==> config.mk <==
export PLATFORM = sky130hd
export DESIGN_NAME = pyjamask_core_flat
export DESIGN_NICKNAME = d
export VERILOG_FILES = /design/src/rtl/pyjamask_if.sv /design/src/rtl/pyjamask_core.sv /design/src/flat_wrapper.sv
export SDC_FILE = /design/constraint.sdc
export NUM_CORES = 2
export LEC_CHECK = 0
export CAP_MARGIN = 10
export CORE_ASPECT_RATIO = 1.4
export CORE_MARGIN = 5
export CORE_UTILIZATION = 50
export DETAILED_ROUTE_END_ITERATION = 6
export GPL_TIMING_DRIVEN = 0
export HOLD_SLACK_MARGIN = 0.1
export PLACE_DENSITY_LB_ADDON = 0.1
export SYNTH_ARGS = -nofsm -noshare
export SYNTH_HDL_FRONTEND = slang
export SYNTH_SLANG_ARGS = --single-unit
export TNS_END_PERCENT = 10
==> constraint.sdc <==
create_clock -name clk -period 8.4 [get_ports clk]
set_clock_uncertainty 0.2 [all_clocks]
set_input_delay 2.52 -clock clk [delete_from_list [all_inputs] [get_ports clk]]
set_output_delay 2.52 -clock clk [all_outputs]
set_load 0.02 [all_outputs]
==> src/rtl/pyjamask_if.sv <==
// Byte-serial key / plaintext / ciphertext streams of the Pyjamask core.
// master = host or AEAD side, slave = cipher core.
interface pyjamask_if;
    logic       key_valid;
    logic [7:0] key_byte;
    logic       key_ready;
    logic       in_valid;
    logic [7:0] in_byte;
    logic       in_ready;
    logic       out_valid;
    logic [7:0] out_byte;
    logic       out_ready;

    modport master (
        output key_valid, key_byte,
        output in_valid, in_byte,
        output out_ready,
        input  key_ready, in_ready,
        input  out_valid, out_byte
    );

    modport slave (
        input  key_valid, key_byte,
        input  in_valid, in_byte,
        input  out_ready,
        output key_ready, in_ready,
        output out_valid, out_byte
    );
endinterface

==> src/rtl/pyjamask_core.sv <==
// Pyjamask-96/128 block encryptor with retained master key and
// byte-serial streams; ROUNDS_PER_CYCLE rounds are unrolled per edge.
module pyjamask_core #(
    parameter int BLOCK_BITS       = 96,
    parameter int ROUNDS_PER_CYCLE = 1,
    parameter int NB_ROUNDS        = 14
) (
    input  logic      clk,
    input  logic      reset_n,
    pyjamask_if.slave bus,
    output logic      busy
);
    localparam int ROWS   = BLOCK_BITS / 32;
    localparam int NBYTES = BLOCK_BITS / 8;

    if (BLOCK_BITS != 96 && BLOCK_BITS != 128) begin : g_bad_block
        $error("pyjamask_core: BLOCK_BITS must be 96 or 128");
    end
    if (!(ROUNDS_PER_CYCLE == 1 || ROUNDS_PER_CYCLE == 2 ||
          ROUNDS_PER_CYCLE == 7 || ROUNDS_PER_CYCLE == 14)) begin : g_bad_rpc
        $error("pyjamask_core: ROUNDS_PER_CYCLE must divide 14");
    end
    if (NB_ROUNDS != 14) begin : g_bad_nr
        $error("pyjamask_core: NB_ROUNDS is fixed at 14");
    end

    localparam logic [2:0] S3 [8] = '{
        3'd1, 3'd3, 3'd6, 3'd5, 3'd2, 3'd4, 3'd7, 3'd0
    };
    localparam logic [3:0] S4 [16] = '{
        4'd2,  4'd13, 4'd3,  4'd9,  4'd7,  4'd11, 4'd10, 4'd6,
        4'd14, 4'd0,  4'd15, 4'd4,  4'd8,  4'd5,  4'd1,  4'd12
    };
    localparam logic [31:0] MR [4] = '{
        32'ha3861085, 32'h63417021, 32'h692cf280, 32'h48a54813
    };
    localparam logic [31:0] MK = 32'hb881b9ca;

    typedef enum logic [2:0] {
        S_IDLE,
        S_LOAD_KEY,
        S_LOAD_DATA,
        S_ROUND,
        S_FINAL,
        S_OUT
    } fsm_t;

    fsm_t                  r_fsm;
    fsm_t                  w_fsm_nxt;
    logic [BLOCK_BITS-1:0] r_state;
    logic [BLOCK_BITS-1:0] w_state_rnd;
    logic [127:0]          r_mkey;
    logic [127:0]          r_rkey;
    logic [127:0]          w_rkey_rnd;
    logic [3:0]            r_kcnt;
    logic [3:0]            r_dcnt;
    logic [3:0]            r_rcnt;
    logic                  w_key_hs;
    logic                  w_in_hs;
    logic                  w_out_hs;
    logic                  w_dcnt_last;
    logic                  w_rnd_last;

    // Circulant product: bit i of v (LSB index) selects M rotated right by 31-i.
    function automatic logic [31:0] f_mat(
        input logic [31:0] m,
        input logic [31:0] v
    );
        logic [31:0] acc;
        logic [31:0] col;
        acc = '0;
        col = m;
        for (int i = 31; i >= 0; i--) begin
            if (v[i]) acc = acc ^ col;
            col = {col[0], col[31:1]};
        end
        return acc;
    endfunction

    assign w_key_hs    = bus.key_valid & bus.key_ready;
    assign w_in_hs     = bus.in_valid & bus.in_ready;
    assign w_out_hs    = bus.out_valid & bus.out_ready;
    assign w_dcnt_last = (r_dcnt == 4'(NBYTES - 1));
    assign w_rnd_last  = ((r_rcnt + 4'(ROUNDS_PER_CYCLE)) == 4'(NB_ROUNDS));

    assign bus.out_byte = (r_fsm == S_OUT) ?
                          r_state[BLOCK_BITS-1 -: 8] : 8'h00;

    always_comb begin : p_round
        logic [31:0] s [ROWS];
        logic [31:0] k [4];
        logic [31:0] t;
        logic [3:0]  x;
        logic [3:0]  y;
        logic [3:0]  rc;
        w_state_rnd = '0;
        w_rkey_rnd  = '0;
        t  = '0;
        x  = '0;
        y  = '0;
        rc = '0;
        for (int i = 0; i < ROWS; i++)
            s[i] = r_state[BLOCK_BITS-1-32*i -: 32];
        for (int i = 0; i < 4; i++)
            k[i] = r_rkey[127-32*i -: 32];
        for (int n = 0; n < ROUNDS_PER_CYCLE; n++) begin
            rc = r_rcnt + 4'(n);
            for (int i = 0; i < ROWS; i++)
                s[i] = s[i] ^ k[i];
            // Bit-sliced S-box: row 0 supplies the MSB of each column.
            for (int b = 0; b < 32; b++) begin
                x = '0;
                for (int i = 0; i < ROWS; i++)
                    x = {x[2:0], s[i][b]};
                y = (ROWS == 3) ? {1'b0, S3[x[2:0]]} : S4[x];
                for (int i = 0; i < ROWS; i++)
                    s[i][b] = y[ROWS-1-i];
            end
            for (int i = 0; i < ROWS; i++)
                s[i] = f_mat(MR[i], s[i]);
            t = k[0] ^ k[1] ^ k[2] ^ k[3];
            for (int i = 0; i < 4; i++)
                k[i] = k[i] ^ t;
            k[0] = f_mat(MK, k[0]) ^ 32'h00000080 ^ {28'h0, rc};
            k[1] = {k[1][23:0], k[1][31:24]} ^ 32'h00006a00;
            k[2] = {k[2][16:0], k[2][31:17]} ^ 32'h003f0000;
            k[3] = {k[3][13:0], k[3][31:14]} ^ 32'h24000000;
        end
        for (int i = 0; i < ROWS; i++)
            w_state_rnd[BLOCK_BITS-1-32*i -: 32] = s[i];
        for (int i = 0; i < 4; i++)
            w_rkey_rnd[127-32*i -: 32] = k[i];
    end

    always_ff @(posedge clk or negedge reset_n) begin
        if (!reset_n) r_fsm <= S_IDLE;
        else          r_fsm <= w_fsm_nxt;
    end

    always_comb begin
        w_fsm_nxt     = r_fsm;
        bus.key_ready = 1'b0;
        bus.in_ready  = 1'b0;
        bus.out_valid = 1'b0;
        busy          = 1'b1;
        unique case (r_fsm)
            S_IDLE: begin
                busy          = 1'b0;
                bus.key_ready = 1'b1;
                bus.in_ready  = !bus.key_valid;
                if (bus.key_valid)
                    w_fsm_nxt = S_LOAD_KEY;
                else if (bus.in_valid)
                    w_fsm_nxt = S_LOAD_DATA;
            end
            S_LOAD_KEY: begin
                bus.key_ready = 1'b1;
                if (bus.key_valid && r_kcnt == 4'd15)
                    w_fsm_nxt = S_IDLE;
            end
            S_LOAD_DATA: begin
                bus.in_ready = 1'b1;
                if (bus.in_valid && w_dcnt_last)
                    w_fsm_nxt = S_ROUND;
            end
            S_ROUND: begin
                if (w_rnd_last)
                    w_fsm_nxt = S_FINAL;
            end
            S_FINAL: begin
                w_fsm_nxt = S_OUT;
            end
            S_OUT: begin
                bus.out_valid = 1'b1;
                if (bus.out_ready && w_dcnt_last)
                    w_fsm_nxt = S_IDLE;
            end
            default: begin
                w_fsm_nxt = S_IDLE;
            end
        endcase
    end

    always_ff @(posedge clk or negedge reset_n) begin
        if (!reset_n) begin
            r_state <= '0;
            r_mkey  <= '0;
            r_rkey  <= '0;
            r_kcnt  <= '0;
            r_dcnt  <= '0;
            r_rcnt  <= '0;
        end else begin
            unique case (r_fsm)
                S_IDLE, S_LOAD_KEY, S_LOAD_DATA: begin
                    if (w_key_hs) begin
                        r_mkey <= {r_mkey[119:0], bus.key_byte};
                        r_kcnt <= r_kcnt + 4'd1;
                    end
                    if (w_in_hs) begin
                        r_state <= {r_state[BLOCK_BITS-9:0], bus.in_byte};
                        if (w_dcnt_last) begin
                            r_dcnt <= '0;
                            r_rkey <= r_mkey;
                            r_rcnt <= '0;
                        end else begin
                            r_dcnt <= r_dcnt + 4'd1;
                        end
                    end
                end
                S_ROUND: begin
                    r_state <= w_state_rnd;
                    r_rkey  <= w_rkey_rnd;
                    r_rcnt  <= r_rcnt + 4'(ROUNDS_PER_CYCLE);
                end
                S_FINAL: begin
                    r_state <= r_state ^ r_rkey[127 -: BLOCK_BITS];
                end
                S_OUT: begin
                    if (w_out_hs) begin
                        r_state <= {r_state[BLOCK_BITS-9:0], 8'h00};
                        r_dcnt  <= w_dcnt_last ? 4'd0 : r_dcnt + 4'd1;
                    end
                end
                default: begin
                    r_dcnt <= '0;
                end
            endcase
        end
    end
endmodule

==> src/flat_wrapper.sv <==
// flat-port wrapper written by rule: the top's interface ports become plain ports
module pyjamask_core_flat 
#(
    parameter int BLOCK_BITS       = 96,
    parameter int ROUNDS_PER_CYCLE = 1,
    parameter int NB_ROUNDS        = 14
)
  (clk, reset_n, busy, bus_key_valid, bus_key_byte, bus_in_valid, bus_in_byte, bus_out_ready, bus_key_ready, bus_in_ready, bus_out_valid, bus_out_byte);
  pyjamask_if bus_i ();
  input  logic clk;
  input  logic reset_n;
  output logic busy;
  input wire logic [$bits(bus_i.key_valid)-1:0] bus_key_valid;
  input wire logic [$bits(bus_i.key_byte)-1:0] bus_key_byte;
  input wire logic [$bits(bus_i.in_valid)-1:0] bus_in_valid;
  input wire logic [$bits(bus_i.in_byte)-1:0] bus_in_byte;
  input wire logic [$bits(bus_i.out_ready)-1:0] bus_out_ready;
  output wire logic [$bits(bus_i.key_ready)-1:0] bus_key_ready;
  output wire logic [$bits(bus_i.in_ready)-1:0] bus_in_ready;
  output wire logic [$bits(bus_i.out_valid)-1:0] bus_out_valid;
  output wire logic [$bits(bus_i.out_byte)-1:0] bus_out_byte;
  assign bus_i.key_valid = bus_key_valid;
  assign bus_i.key_byte = bus_key_byte;
  assign bus_i.in_valid = bus_in_valid;
  assign bus_i.in_byte = bus_in_byte;
  assign bus_i.out_ready = bus_out_ready;
  assign bus_key_ready = bus_i.key_ready;
  assign bus_in_ready = bus_i.in_ready;
  assign bus_out_valid = bus_i.out_valid;
  assign bus_out_byte = bus_i.out_byte;
  pyjamask_core #(.BLOCK_BITS(BLOCK_BITS), .ROUNDS_PER_CYCLE(ROUNDS_PER_CYCLE), .NB_ROUNDS(NB_ROUNDS)) u_core (.clk(clk), .reset_n(reset_n), .bus(bus_i), .busy(busy));
endmodule
Word-level counts from Yosys, hierarchy flattened:

Memories as Yosys holds them, arrays and structs flattened.
Cells that the tools add are included.

* output and inout bits: 12
* bits in read-only memories: 768
* input bits: 21
* word-level logic and storage cells: 498
* memories kept: 32
* flip-flop bits (word level): 367

* magnitude comparators: 32
* $add $sub $neg: 3
* mux-type cells: 217
* reductions and logical operators: 15
* equal/unequal tests: 16
* bitwise operators: 176

Memory list
* (name not given): depth 8, bits a word 3, read ports 1, clocked after memory_dff 0, wr ports 0, RTL line pyjamask_core.sv:115 `y = (ROWS == 3) ? {1'b0, S3[x[2:0]]} : S4[x];`
* (name not given): depth 8, bits a word 3, read ports 1, clocked after memory_dff 0, wr ports 0, RTL line pyjamask_core.sv:115
* (name not given): depth 8, bits a word 3, read ports 1, clocked after memory_dff 0, wr ports 0, RTL line pyjamask_core.sv:115
* (name not given): depth 8, bits a word 3, read ports 1, clocked after memory_dff 0, wr ports 0, RTL line pyjamask_core.sv:115
* (name not given): depth 8, bits a word 3, read ports 1, clocked after memory_dff 0, wr ports 0, RTL line pyjamask_core.sv:115
* (name not given): depth 8, bits a word 3, read ports 1, clocked after memory_dff 0, wr ports 0, RTL line pyjamask_core.sv:115
* 26 more memories

Operators by type and width (count)
* two-way mux 32 bit: 50
* two-way mux 31 bit: 30
* inverter 11 bit: 61
* two-way mux 30 bit: 18
* inverter 15 bit: 31
* inverter 13 bit: 30
* one-hot mux 96 bit (4 select lines): 1
* two-way mux 29 bit: 12
* bitwise XOR 32 bit: 10
* two-way mux 128 bit: 2
* one-hot mux 128 bit (2 select lines): 1
* two-way mux 28 bit: 9
* two-way mux 3 bit: 70
* two-way mux 96 bit: 2
* greater-or-equal comparator 4 bit, second input constant: 32
* inverter 3 -> 4 bit: 32
* two-way mux 27 bit: 4
* bitwise XOR 96 bit: 1
* two-way mux 26 bit: 3
* bitwise XOR 32 x 4 -> 32 bit: 1
* two-way mux 25 bit: 1
* two-way mux 24 bit: 1
* two-way mux 4 bit: 5
* one-hot mux 3 bit (6 select lines): 1
* 30 further kinds: 51

Logic depth before layout (Yosys ltp):

* depth after elaboration: 70
* depth in mapped cells: 11
* gate-level depth less buffers: 10

Worst setup path before layout:

No wires, ideal clock.

* path kind: input port to output port
* start: input port bus_key_valid
* end: output port bus_in_ready
* arrival: 2.912 ns
* cell stages on the path: 1
* required time: 5.680 ns
* slack: 2.768 ns
* buffers on the path: 0
* path through: a21oi_1

* cells in the longest elaborated chain, start to end: 2

RTL lines
* start: declaration: RTL line flat_wrapper.sv:13 `input wire logic [$bits(bus_i.key_valid)-1:0] bus_key_valid;`
* logical NOT 1 bit: RTL line pyjamask_core.sv:150 `bus.in_ready = !bus.key_valid;`
* one-hot mux 1 bit (2 select lines): RTL line pyjamask_core.sv:146 `unique case (r_fsm)`
* end: declaration: RTL line flat_wrapper.sv:19 `output wire logic [$bits(bus_i.in_ready)-1:0] bus_in_ready;`

No other way between the ends.

Worst setup path after layout:

Ends and elaborated chain as after synthesis.

==> results.md <==
* Status: complete, but fails checks
* Violated checks: design-rule violations
* Ranking of synthesized cells by area: dfrtp_1, xnor2_1, xnor3_1
* Largest net degree at the start of global routing at 109
* Synth unique cells at 56
* DIE HEIGHT at 301 um
* Die ar. at 65700 sq um
* Residual DRC count at 3
* Number of synthesized register bits at 367
* Number of synthesized flops with an enable pin at 0
* Pins Over Slew Limit at 0
* Setup violators final at 0
* Hold WS at 280 ps
* Worst-skew pair later-pin latency at 630 ps
* Initial antenna violation count at 1
* Startpoint Class: primary input
* First-pass GRT wire length at 185 mm
* Crit path required time at 5680 ps
* Dominant synthesized flop cell: dfrtp_1
* Cell Area, Placed at 31800 sq um
* CP arrival at 3930 ps
* Vias/cell at 6.19
* Max transition margin at 0.106
* # H-tree levels at 2
* PostCTS Resize Cnt at 0
* WL final at 133 mm
* Clk sinks at 367
* Vias at 23919
* Total core area at 59900 sq um
* Share of the clock period used by the worst path after layout at 0.792
* Vias in the first global route at 24457
* ANT nets after route at 0
* DP Wirelength at 109 mm
* Post-Place Cells at 3793
* Cell area after layout at 33200 sq um
* Initial drt markers at 2168
* Starting Density at 0.506
* Most frequent cells in the layout: xnor2_1, dfrtp_1, nand2_1
* GRT Residual Overflow at 0
* Final Instance Count excl. Fillers at 3867
* CTS clk-pin slew, worst paths at 60 ps
* Final hold violation count at 0
* Unrepaired setup endpoints after global routing: no
* Mapped Area at 30300 sq um
* Share of layout cells above drive strength 1 at 0.117
* Routability cong. at 1.08
* Wirelength per Cell at 34.5 um
* Cells after Synth at 2947
* Ys async rst share at 1.00
* Mapped Nets at 3012
* Worst hold start: u_core.r_kcnt[3]
* # Max-Cap Violations at 0
* Clk root buf: clkbuf_16
* Ports at 33
* Commonest non-fill, non-tap cell in the layout: xnor2_1
* Gr usage total at 0.401
* Peak Freq at 150 MHz
* Register area share after synthesis at 0.303
* Fin crit period at 6650 ps
* Die span in x at 218 um
* Worst Hold Class: reg -> reg
* Avg Cell Area, Syn at 10.3 sq um
* Total setup buffers inserted after CTS at 0
* Maximum buffer depth of the clock tree at 3
* FF-to-FF Start: u_core.r_rkey[38]
* Critical Path End Type: primary output
* Final net count at 3091
* Syn. warnings at 0
* P&R area growth vs syn at 9.49%
* TritonCTS Buffers at 41
* Yosys top cell area share at 0.303
* CTS tree: yes
* Fin Setup TNS at 0 ps
* Slew @ Worst Pin at 1340 ps
* Num rows at 106
* Synth area leader: dfrtp_1
* Port buffer count at 32
* Setup CP Type: in -> out
* DR pass1 iterations at 7
* CP Launch Point: bus_key_valid
* Hold_buf cts at 0
* Crit-path max FO at 6
==> metal layers <==
metal / share of wire / vias up / track usage
li1: - / 10154 / -
met1: 0.34 / 11906 / 0.430
met2: 0.47 / 1309 / 0.664
met3: 0.071 / 550 / 0.0737
met4: 0.13 / 0 / 0.375
met5: 0 / - / 0
==> Yosys cell counts, drive strengths merged, types with 16 or more instances <==
cell type  number
xor3           16
a2bb2oi        62
a21oi          59
inv            80
nor2          205
nand2         286
mux2i          53
o21ai         116
ha             44
o221ai         80
mux2          155
dfrtp         367
xnor3         153
a31oi          85
clkbuf        151
xnor2         661
a21o           16
xor2          210
buf            54
==> worst max-delay path, stage by stage <==
cell	delay, ps
clkdlybuf4s50_1	520
a21oi_1	250
clkdlybuf4s50_1	650
==> final timing paths <==
| check | cells past startpoint | slack (ps) | endpoint |
|---|---|---|---|
| max in group asynchronous | 3 | 4860 | u_core.r_state[60] |
| worst min-delay path | 1 | 280 | u_core.r_kcnt[3] |
| worst max-delay path | 3 | 1750 | bus_in_ready |
| worst max register to register | 9 | 3720 | u_core.r_state[19] |
| worst min register to register | 1 | 280 | u_core.r_kcnt[3] |
| min in group asynchronous | 1 | 1680 | u_core.r_mkey[118] |
==> per-stage QoR <==
stage | setup WS (ps) | util
finish | 1750 | 0.554
global route | 1700 | 0.554
CTS | 1760 | 0.554
detailed placement | 1770 | 0.530
global placement | -12060 | 0.528
floorplan | 2770 | -
==> registers in the layout, summed over array words and instances, names as in the netlist <==
register	count
u_core.r_rkey	128
u_core.r_state	96
u_core.r_mkey	128
u_core.r_rcnt	4
u_core.r_dcnt	4
u_core.r_kcnt	4
u_core.r_fsm	3
==> cell type report <==
cell class                 count  area (sq um)
antenna                        2          5.00
buffer                       205           835
clock buffer                  51          1120
clock inverter                21           307
fill                        5435         26800
inverter                      80           300
multi-input combinational   2295         20000
sequential                   367          9180
tap                          810          1010
timing repair buffer          36           419
==> cell families after synthesis <==
family / Yosys count / synth area share
xor gates and xnor gates: 1040 / 0.388
and+or+nand+nor: 533 / 0.0689
AOI/OAI and AO/OA: 470 / 0.105
DFF: 367 / 0.303
buffers and inverters: 285 / 0.0374
muxes: 208 / 0.0790
adders and majority gates: 44 / 0.0182
Power is left out: the tool's default activity adds up to more than one toggle a clock period on the data nets, which glitch-free logic cannot reach.
